`src/rtl/ffc_pkg.sv`:
```
// Shared types and sizing helpers for the FFT frame packer: channel/top state
// encodings and the NFFT-derived widths used by the packer and its channels.
package ffc_pkg;

    localparam int NFFT_DEFAULT = 256;
    localparam int NFFT_MIN     = 16;
    localparam int NFFT_MAX     = 8192;

    typedef enum logic [1:0] {
        CH_IDLE,
        CH_LOAD,
        CH_PAD,
        CH_DONE
    } chan_state_t;

    typedef enum logic {
        TOP_IDLE,
        TOP_RUN
    } top_state_t;

    // Width of an N1/N2 length field: must be able to hold NFFT itself.
    function automatic int len_width(input int nfft);
        return $clog2(nfft) + 1;
    endfunction

    // Width of the per-channel beat index 0..NFFT-1.
    function automatic int idx_width(input int nfft);
        return $clog2(nfft);
    endfunction

endpackage

```
`src/rtl/ffc_frame_chan.sv`:
```
// One packer channel: forwards eff_n input samples, then zero-pads the frame
// out to NFFT beats, with tlast on the final beat.
module ffc_frame_chan
    import ffc_pkg::*;
#(
    parameter int NFFT   = NFFT_DEFAULT,
    parameter int DATA_W = 32,
    parameter int LEN_W  = $clog2(NFFT) + 1
) (
    input  logic              aclk,
    input  logic              aresetn,
    input  logic              load,
    input  logic [LEN_W-1:0]  eff_n,
    input  logic [DATA_W-1:0] func_tdata,
    input  logic              func_tvalid,
    output logic              func_tready,
    output logic [DATA_W-1:0] fft_tdata,
    output logic              fft_tvalid,
    output logic              fft_tlast,
    input  logic              fft_tready,
    output logic              done,
    output chan_state_t       state
);

    localparam int IDX_W = idx_width(NFFT);
    localparam logic [IDX_W-1:0] LAST_IDX = IDX_W'(NFFT - 1);

    chan_state_t      state_q, state_d;
    logic [IDX_W-1:0] idx_q;
    logic [LEN_W-1:0] n_q;
    logic             beat;
    logic             at_last;
    logic             at_fill_end;

    assign beat        = fft_tvalid && fft_tready;
    assign at_last     = (idx_q == LAST_IDX);
    assign at_fill_end = (LEN_W'(idx_q) == n_q - LEN_W'(1));

    always_ff @(posedge aclk or negedge aresetn) begin
        if (!aresetn) begin
            state_q <= CH_IDLE;
            idx_q   <= '0;
            n_q     <= '0;
        end else begin
            state_q <= state_d;
            if (load) begin
                idx_q <= '0;
                n_q   <= eff_n;
            end else if (beat) begin
                idx_q <= at_last ? '0 : idx_q + IDX_W'(1);
            end
        end
    end

    // The final-beat exit wins over the fill-end exit so a full frame skips PAD.
    always_comb begin
        state_d     = state_q;
        func_tready = 1'b0;
        fft_tdata   = '0;
        fft_tvalid  = 1'b0;
        case (state_q)
            CH_IDLE, CH_DONE: begin
                if (load) state_d = (eff_n == '0) ? CH_PAD : CH_LOAD;
            end
            CH_LOAD: begin
                fft_tdata   = func_tdata;
                fft_tvalid  = func_tvalid;
                func_tready = fft_tready;
                if (beat) begin
                    if (at_last)          state_d = CH_DONE;
                    else if (at_fill_end) state_d = CH_PAD;
                end
            end
            CH_PAD: begin
                fft_tvalid = 1'b1;
                if (beat && at_last) state_d = CH_DONE;
            end
            default: state_d = CH_IDLE;
        endcase
        fft_tlast = fft_tvalid && at_last;
    end

    assign done  = (state_q == CH_DONE);
    assign state = state_q;

endmodule

```
`src/rtl/ffc_frame_packer.sv`:
```
// Packs two sample streams into NFFT-long zero-padded frames on a start pulse.
// Optional FFC_LIN_CHECK_EN rejects frame pairs whose linear correlation would alias.
module ffc_frame_packer
    import ffc_pkg::*;
#(
    parameter int NFFT   = NFFT_DEFAULT,
    parameter int DATA_W = 32,
    parameter int LEN_W  = $clog2(NFFT) + 1
) (
    input  logic              aclk,
    input  logic              aresetn,
    input  logic [LEN_W-1:0]  N1,
    input  logic [LEN_W-1:0]  N2,
    input  logic              start,
    output logic              idle,
    output logic              len_err,
    input  logic [DATA_W-1:0] func_1_tdata,
    input  logic              func_1_tvalid,
    output logic              func_1_tready,
    input  logic [DATA_W-1:0] func_2_tdata,
    input  logic              func_2_tvalid,
    output logic              func_2_tready,
    output logic [DATA_W-1:0] fft_1_tdata,
    output logic              fft_1_tvalid,
    output logic              fft_1_tlast,
    input  logic              fft_1_tready,
    output logic [DATA_W-1:0] fft_2_tdata,
    output logic              fft_2_tvalid,
    output logic              fft_2_tlast,
    input  logic              fft_2_tready,
    output top_state_t        dbg_state
);

    // Handshake: a beat moves on any rising aclk where tvalid && tready; a source
    // holding tvalid keeps tdata/tlast stable until that beat.
    localparam logic [LEN_W-1:0] NFFT_L = LEN_W'(NFFT);

    top_state_t       state_q, state_d;
    logic [LEN_W-1:0] eff_1, eff_2;
    logic             over_len;
    logic             aliasing;
    logic             start_seen;
    logic             accept;
    logic             done_1, done_2;
    chan_state_t      chan_1_state, chan_2_state;

    assign eff_1    = (N1 > NFFT_L) ? NFFT_L : N1;
    assign eff_2    = (N2 > NFFT_L) ? NFFT_L : N2;
    assign over_len = (N1 > NFFT_L) || (N2 > NFFT_L);

`ifdef FFC_LIN_CHECK_EN
    // eff_1 + eff_2 - 1 > NFFT, rearranged so an empty pair cannot underflow.
    assign aliasing = ({1'b0, eff_1} + {1'b0, eff_2}) > ((LEN_W + 1)'(NFFT) + (LEN_W + 1)'(1));
`else
    assign aliasing = 1'b0;
`endif

    assign start_seen = start && (state_q == TOP_IDLE);
    assign accept     = start_seen && !aliasing;

    always_ff @(posedge aclk or negedge aresetn) begin
        if (!aresetn) begin
            state_q <= TOP_IDLE;
            len_err <= 1'b0;
        end else begin
            state_q <= state_d;
            if (start_seen) len_err <= over_len || aliasing;
        end
    end

    always_comb begin
        state_d = state_q;
        case (state_q)
            TOP_IDLE: if (accept) state_d = TOP_RUN;
            TOP_RUN:  if (done_1 && done_2) state_d = TOP_IDLE;
            default:  state_d = TOP_IDLE;
        endcase
    end

    assign idle      = (state_q == TOP_IDLE);
    assign dbg_state = state_q;

    ffc_frame_chan #(.NFFT(NFFT), .DATA_W(DATA_W), .LEN_W(LEN_W)) u_chan_1 (
        .aclk        (aclk),
        .aresetn     (aresetn),
        .load        (accept),
        .eff_n       (eff_1),
        .func_tdata  (func_1_tdata),
        .func_tvalid (func_1_tvalid),
        .func_tready (func_1_tready),
        .fft_tdata   (fft_1_tdata),
        .fft_tvalid  (fft_1_tvalid),
        .fft_tlast   (fft_1_tlast),
        .fft_tready  (fft_1_tready),
        .done        (done_1),
        .state       (chan_1_state)
    );

    ffc_frame_chan #(.NFFT(NFFT), .DATA_W(DATA_W), .LEN_W(LEN_W)) u_chan_2 (
        .aclk        (aclk),
        .aresetn     (aresetn),
        .load        (accept),
        .eff_n       (eff_2),
        .func_tdata  (func_2_tdata),
        .func_tvalid (func_2_tvalid),
        .func_tready (func_2_tready),
        .fft_tdata   (fft_2_tdata),
        .fft_tvalid  (fft_2_tvalid),
        .fft_tlast   (fft_2_tlast),
        .fft_tready  (fft_2_tready),
        .done        (done_2),
        .state       (chan_2_state)
    );

endmodule
```
`config.mk`:
```
export PLATFORM = sky130hd
export DESIGN_NAME = ffc_frame_packer
export DESIGN_NICKNAME = d
export VERILOG_FILES = /design/src/rtl/ffc_pkg.sv /design/src/rtl/ffc_frame_chan.sv /design/src/rtl/ffc_frame_packer.sv
export SDC_FILE = /design/constraint.sdc
export NUM_CORES = 1
export LEC_CHECK = 0
export CAP_MARGIN = 25
export CORE_MARGIN = 4
export CORE_UTILIZATION = 31
export DETAILED_ROUTE_END_ITERATION = 8
export HOLD_SLACK_MARGIN = 0.1
export PLACE_DENSITY_LB_ADDON = 0.05
export SETUP_SLACK_MARGIN = 0.15
export SLEW_MARGIN = 20
export SYNTH_ARGS = -nofsm -noshare
export SYNTH_HDL_FRONTEND = slang
export SYNTH_SLANG_ARGS = --single-unit
```
`constraint.sdc`:
```
create_clock -name aclk -period 4.7 [get_ports aclk]
set_input_delay 1.175 -clock aclk [delete_from_list [all_inputs] [get_ports aclk]]
set_output_delay 1.175 -clock aclk [all_outputs]
set_load 0.03 [all_outputs]
```
# Word-level counts from Yosys, hierarchy flattened
# Index checks and enable logic that the tools add are counted.
# totals
register_bits	40
in_bits	89
out_inout_bits	73
word_cells	83
# op_classes
addsub	4
magnitude_cmp	2
n_eq_ne	18
muxes	31
n_bitwise	1
n_reduce_logical	19
# ops
op	n
$mux 32	2
$mux 8	6
$mux 2	12
$eq 8x9->1	2
$gt 9x9->1 const B	2
$logic_not 9->1	2
$mux 9	2
$sub 9x1->9 const B	2
$add 8x1->8 const B	2
$eq 8x8->1 const B	2
$pmux 2 s3	2
$eq 2x2->1 const B	4
$logic_and 1x1->1	8
$ne 2x1->1 const B	4
$reduce_and 4->1	2
$ne 3x1->1 const B	2
$pmux 1 s2	3
$eq 2x1->1 const B	2
$logic_not 2->1	2
$mux 1	4
$ne 2x2->1 const B	2
$reduce_bool 2->1	2
$reduce_or 2->1	2
$logic_or 1x1->1	1
$not 1->1	1

# Logic depth before layout (Yosys ltp)
# logic_depth
depth_word	6
mapped_depth	10
mapped_depth_nobuf	8

# Cells and area by module
# A second synthesis with hierarchy kept.
# hier_totals
cells_unflattened	382
area_unflattened_um2	3134.3
# by_module_without_submodules
module	instances	cells_each	area_each_um2	seq_area_each_um2
ffc_frame_chan	2	175	1450.1	475.5
ffc_frame_packer	1	32	234.0	50.0

# Worst setup path before layout
# OpenSTA, ideal clock, no wires.
# synth_path
path_type	in2out
from	input func_1_tvalid
to	output fft_1_tlast
arrival_time_ns	2.102
required_time_ns	3.525
slack_ns	1.423
stages	3
path_buffers	0
path_cell_list	a21oi_1 > nor2_1 > and2_1
# synth_between
elab_chain_cells	2
# synth_lines
element	line	source
from (decl)	ffc_frame_packer.sv:18	input logic func_1_tvalid,
$pmux 1 s2	ffc_frame_chan.sv:61	case (state_q)
named net fft_1_tvalid	ffc_frame_packer.sv:24	output logic fft_1_tvalid,
$logic_and 1x1->1	ffc_frame_chan.sv:80	fft_tlast = fft_tvalid && at_last;
to (decl)	ffc_frame_packer.sv:25	output logic fft_1_tlast,
# The timed path passes the listed nets, and every way through them passes these cells.

# Final worst setup path
# layout_path
from	input func_1_tvalid
to	output fft_1_tlast
# layout_between
elab_chain_cells	2
# layout_lines
element	line
$pmux 1 s2	ffc_frame_chan.sv:61
$logic_and 1x1->1	ffc_frame_chan.sv:80
# No other way between the ends.

==> key figures <==
Clock tree
  • Post CTS Setup Buffer Count: 0
  • Clk buf depth: 2
  • Reg clk slew, reported paths: 80 ps
  • Clk Latency, worst-skew pair: 290 ps
  • Cts bufs inserted: 5
  • Clock sinks: 40
  • Hold buffers post-CTS: 0
  • H-tree depth: 2
  • Post-CTS sizing: 0
  • Root Buffer: clkbuf_8
  • TritonCTS clock tree: done

Synth
  • Main area contributors after synthesis: dfrtp_1, and2_1, nand2_1
  • EDFF count, synth: 0
  • Syn_nets: 495
  • Synth Register Bits: 40
  • Register area share after synthesis: 32.0%
  • Top_reg_cell synth: dfrtp_1
  • Post-Syn Area: 3130 um^2
  • Top-count cell post-synth: and2_1
  • Async set-reset flop share out of synthesis: 100%
  • Cell taking the most area after synthesis: dfrtp_1
  • Netlist cell types: ~50
  • YS warnings: 0
  • Top post-synthesis cells by count: and2_1, nand2_1, dfrtp_1
  • Mean post-synth cell area: 7.90 um^2
  • Post-Synthesis Cells: 396
  • Top cell type's share of synthesized area: 32.0%

Critical path
  • Reg2reg end: u_chan_2.state[0]
  • CP Cell Sequence: clkdlybuf4s50_1, a21oi_1, nor2_1, and2_1, clkdlybuf4s50_1
  • Setup CP Type: in2out
  • Critical Path Max Stage Delay: 670 ps
  • Cell family with most CP delay: buffers and inverters
  • Worst path bufs/invs: 2
  • Critical Path Start: func_1_tvalid
  • Critical Path AT: 2710 ps
  • CP endpoint kind: output port
  • Critical path required time: 3520 ps
  • CP Launch Type: input port
  • Max FO, Critical Path: 4
  • FF-to-FF setup slack: 2060 ps
  • Slowest CP cell: clkdlybuf4s50_1
  • Cell repeated most along the worst path: clkdlybuf4s50_1
  • R2R depth: 8
  • Reg-to-reg startpoint: u_chan_2.n_q[0]

Power and ir drop
  • Sw frac: between 40% and 50%
  • Psw: 1.03 mW
  • Peak supply drop: 0.000250 V
  • Seq pwr share: a little over a quarter
  • Overall Power: about 2.2 mW
  • Pwr per Cell Area: 451 nW/um^2
  • Comb pwr share: 62.4%
  • Clock network power share: 11.1%
  • Leakage: 2.03 nW
  • Internal: roughly 1.2 mW

Global routing
  • First-pass GRT wire length: 15,200 um
  • Number of global-route vias before repair: 2,982
  • Initial antenna violation count: 0
  • Largest net degree at the start of global routing: 43
  • Total track usage: between 10% and 20%
  • Gr ovfl total: 0

Die
  • DIE AREA: 11,800 um^2
  • Initial Util: 31.9%
  • Die width: 108 um
  • IO Count: 162
  • FP Rows: 36
  • CORE AREA: 9820 um^2
  • Die height: 108 um

Placed design
  • Placed Cells incl. Taps: 669
  • HPWL after DPL: approximately 8000 um
  • GPL Wtd Cong: roughly 0.82
  • Placement Setup Slack: 815 ps
  • IO Port Bufs: 161
  • Area after DPL: 4840 um^2

Timing
  • Fin Setup TNS: 0 ps
  • Tcrit/Tclk final: 82.6%
  • WHS: roughly 500 ps
  • Worst setup margin: 820 ps
  • Max Fclk: 258 MHz
  • RSZ-0062 raised after global routing: false
  • Worst-Margin Slew: 696 ps
  • Fin. max-slew vios: 0
  • Fin. Hold Viols: 0
  • Tmin final: 3880 ps
  • Slew Limit Headroom: 53.6%
  • Final Skew: approximately 5.0 ps
  • Setup Viol. Count Final: 0

Drt
  • WL/cell: 14.8 um
  • Remaining DRCs: 0
  • Antenna viol nets, final: 0
  • Final WL: roughly 10,000 um
  • Drt initial violations: between 150 and 200
  • Vias per cell: 4.82
  • Drt pass-1 iters: 4
  • DR vias: roughly 3,300

Worst hold path
  • Hold path endpoint: len_err
  • Min-Delay Path Class: reg2reg
  • Hold path start: len_err
  • Hold Crit Depth: 2

Final layout
  • Post-route cell area: 4960 um^2
  • Ratio of cells with drive above 1 in the final layout: 3.49%
  • P&R area growth vs syn: 58.5%
  • N_diodes: 0
  • Final core utilization: 50.5%
  • Final-stage net count: 643
  • Non-Filler Instances: 678

Run status
  • Outcome: completed

Job
  • Max-cap violation count: 0
## flip-flops by register name, indices dropped and copies added (netlist names)
signal          flops
u_chan_1.state      2
u_chan_2.idx_q      8
u_chan_2.state      2
u_chan_2.n_q        9
dbg_state           1
len_err             1
u_chan_1.idx_q      8
u_chan_1.n_q        9
## cell usage in the layout, fill, tap and decap left out, types with 4 or more instances in the layout
| cell | instances |
|---|---|
| xnor2_1 | 16 |
| a31oi_1 | 7 |
| ha_1 | 10 |
| or3_1 | 6 |
| a21oi_1 | 18 |
| clkdlybuf4s50_1 | 160 |
| nor4_1 | 6 |
| inv_1 | 14 |
| and2_1 | 69 |
| nand3b_1 | 10 |
| nor2_1 | 25 |
| nor3_1 | 10 |
| buf_4 | 4 |
| nand2b_1 | 4 |
| o21ai_0 | 18 |
| dfrtp_1 | 40 |
| clkbuf_8 | 6 |
| xor2_1 | 11 |
| nand3_1 | 18 |
| nand2_1 | 46 |
## worst register-to-register path, stage by stage (launching register included)
cell	delay [ps]
dfrtp_1	420
inv_1	100
ha_1	210
nor3b_1	360
nand2_1	140
or4_1	490
o311a_1	160
or3_1	400
a211o_1	270
## power by group through the flow
stage / Sequential [mW] / Clock, mW / Combinational [mW]
2_1_floorplan: 0.567 / 0 / 0.970
3_3_place_gp: 0.594 / 0 / 1.39
3_5_place_dp: 0.599 / 0 / 1.40
4_1_cts: 0.593 / 0.260 / 1.41
5_1_grt: 0.615 / 0.271 / 1.54
6_report: 0.592 / 0.249 / 1.40
## cells by family (layout without fill, tap and decap cells)
family	count (synthesis)	count (layout)	synth area share, %
adders and majority gates	10	10	4.00
DFF	40	40	32.0
buffers and inverters	39	188	4.68
and+or+nand+nor	212	212	36.8
AOI/OAI and AO/OA	67	67	14.2
xor gates and xnor gates	28	28	8.32
## worst max path at each step
| stage | to | cells past startpoint |
|---|---|---|
| finish | fft_1_tlast | 5 |
| floorplan | fft_1_tlast | 3 |
| CTS | fft_1_tlast | 5 |
| global placement | fft_1_tlast | 5 |
| detailed placement | fft_1_tlast | 5 |
| global route | fft_1_tlast | 5 |
## layer usage
| metal | track usage (%) | wire, um | vias to the layer above |
|---|---|---|---|
| met1 | 21.3 | 4450 | 1468 |
| met2 | 26.7 | 4530 | 142 |
| li1 | - | - | 1647 |
| met4 | 4.15 | 93 | 0 |
| met3 | 3.46 | 949 | 12 |
| met5 | 0 | 0 | - |
## area by class of cell
class                           instances  area, um^2
Inverter                               14        52.6
Fill cell                             983        4860
Clock inverter                          2        15.0
Sequential cell                        40        1000
Multi-Input combinational cell        317        1980
Tap cell                              133         166
Clock buffer                            6        82.6
Timing Repair Buffer                  166        1660
(Power assumes the default switching activity.)
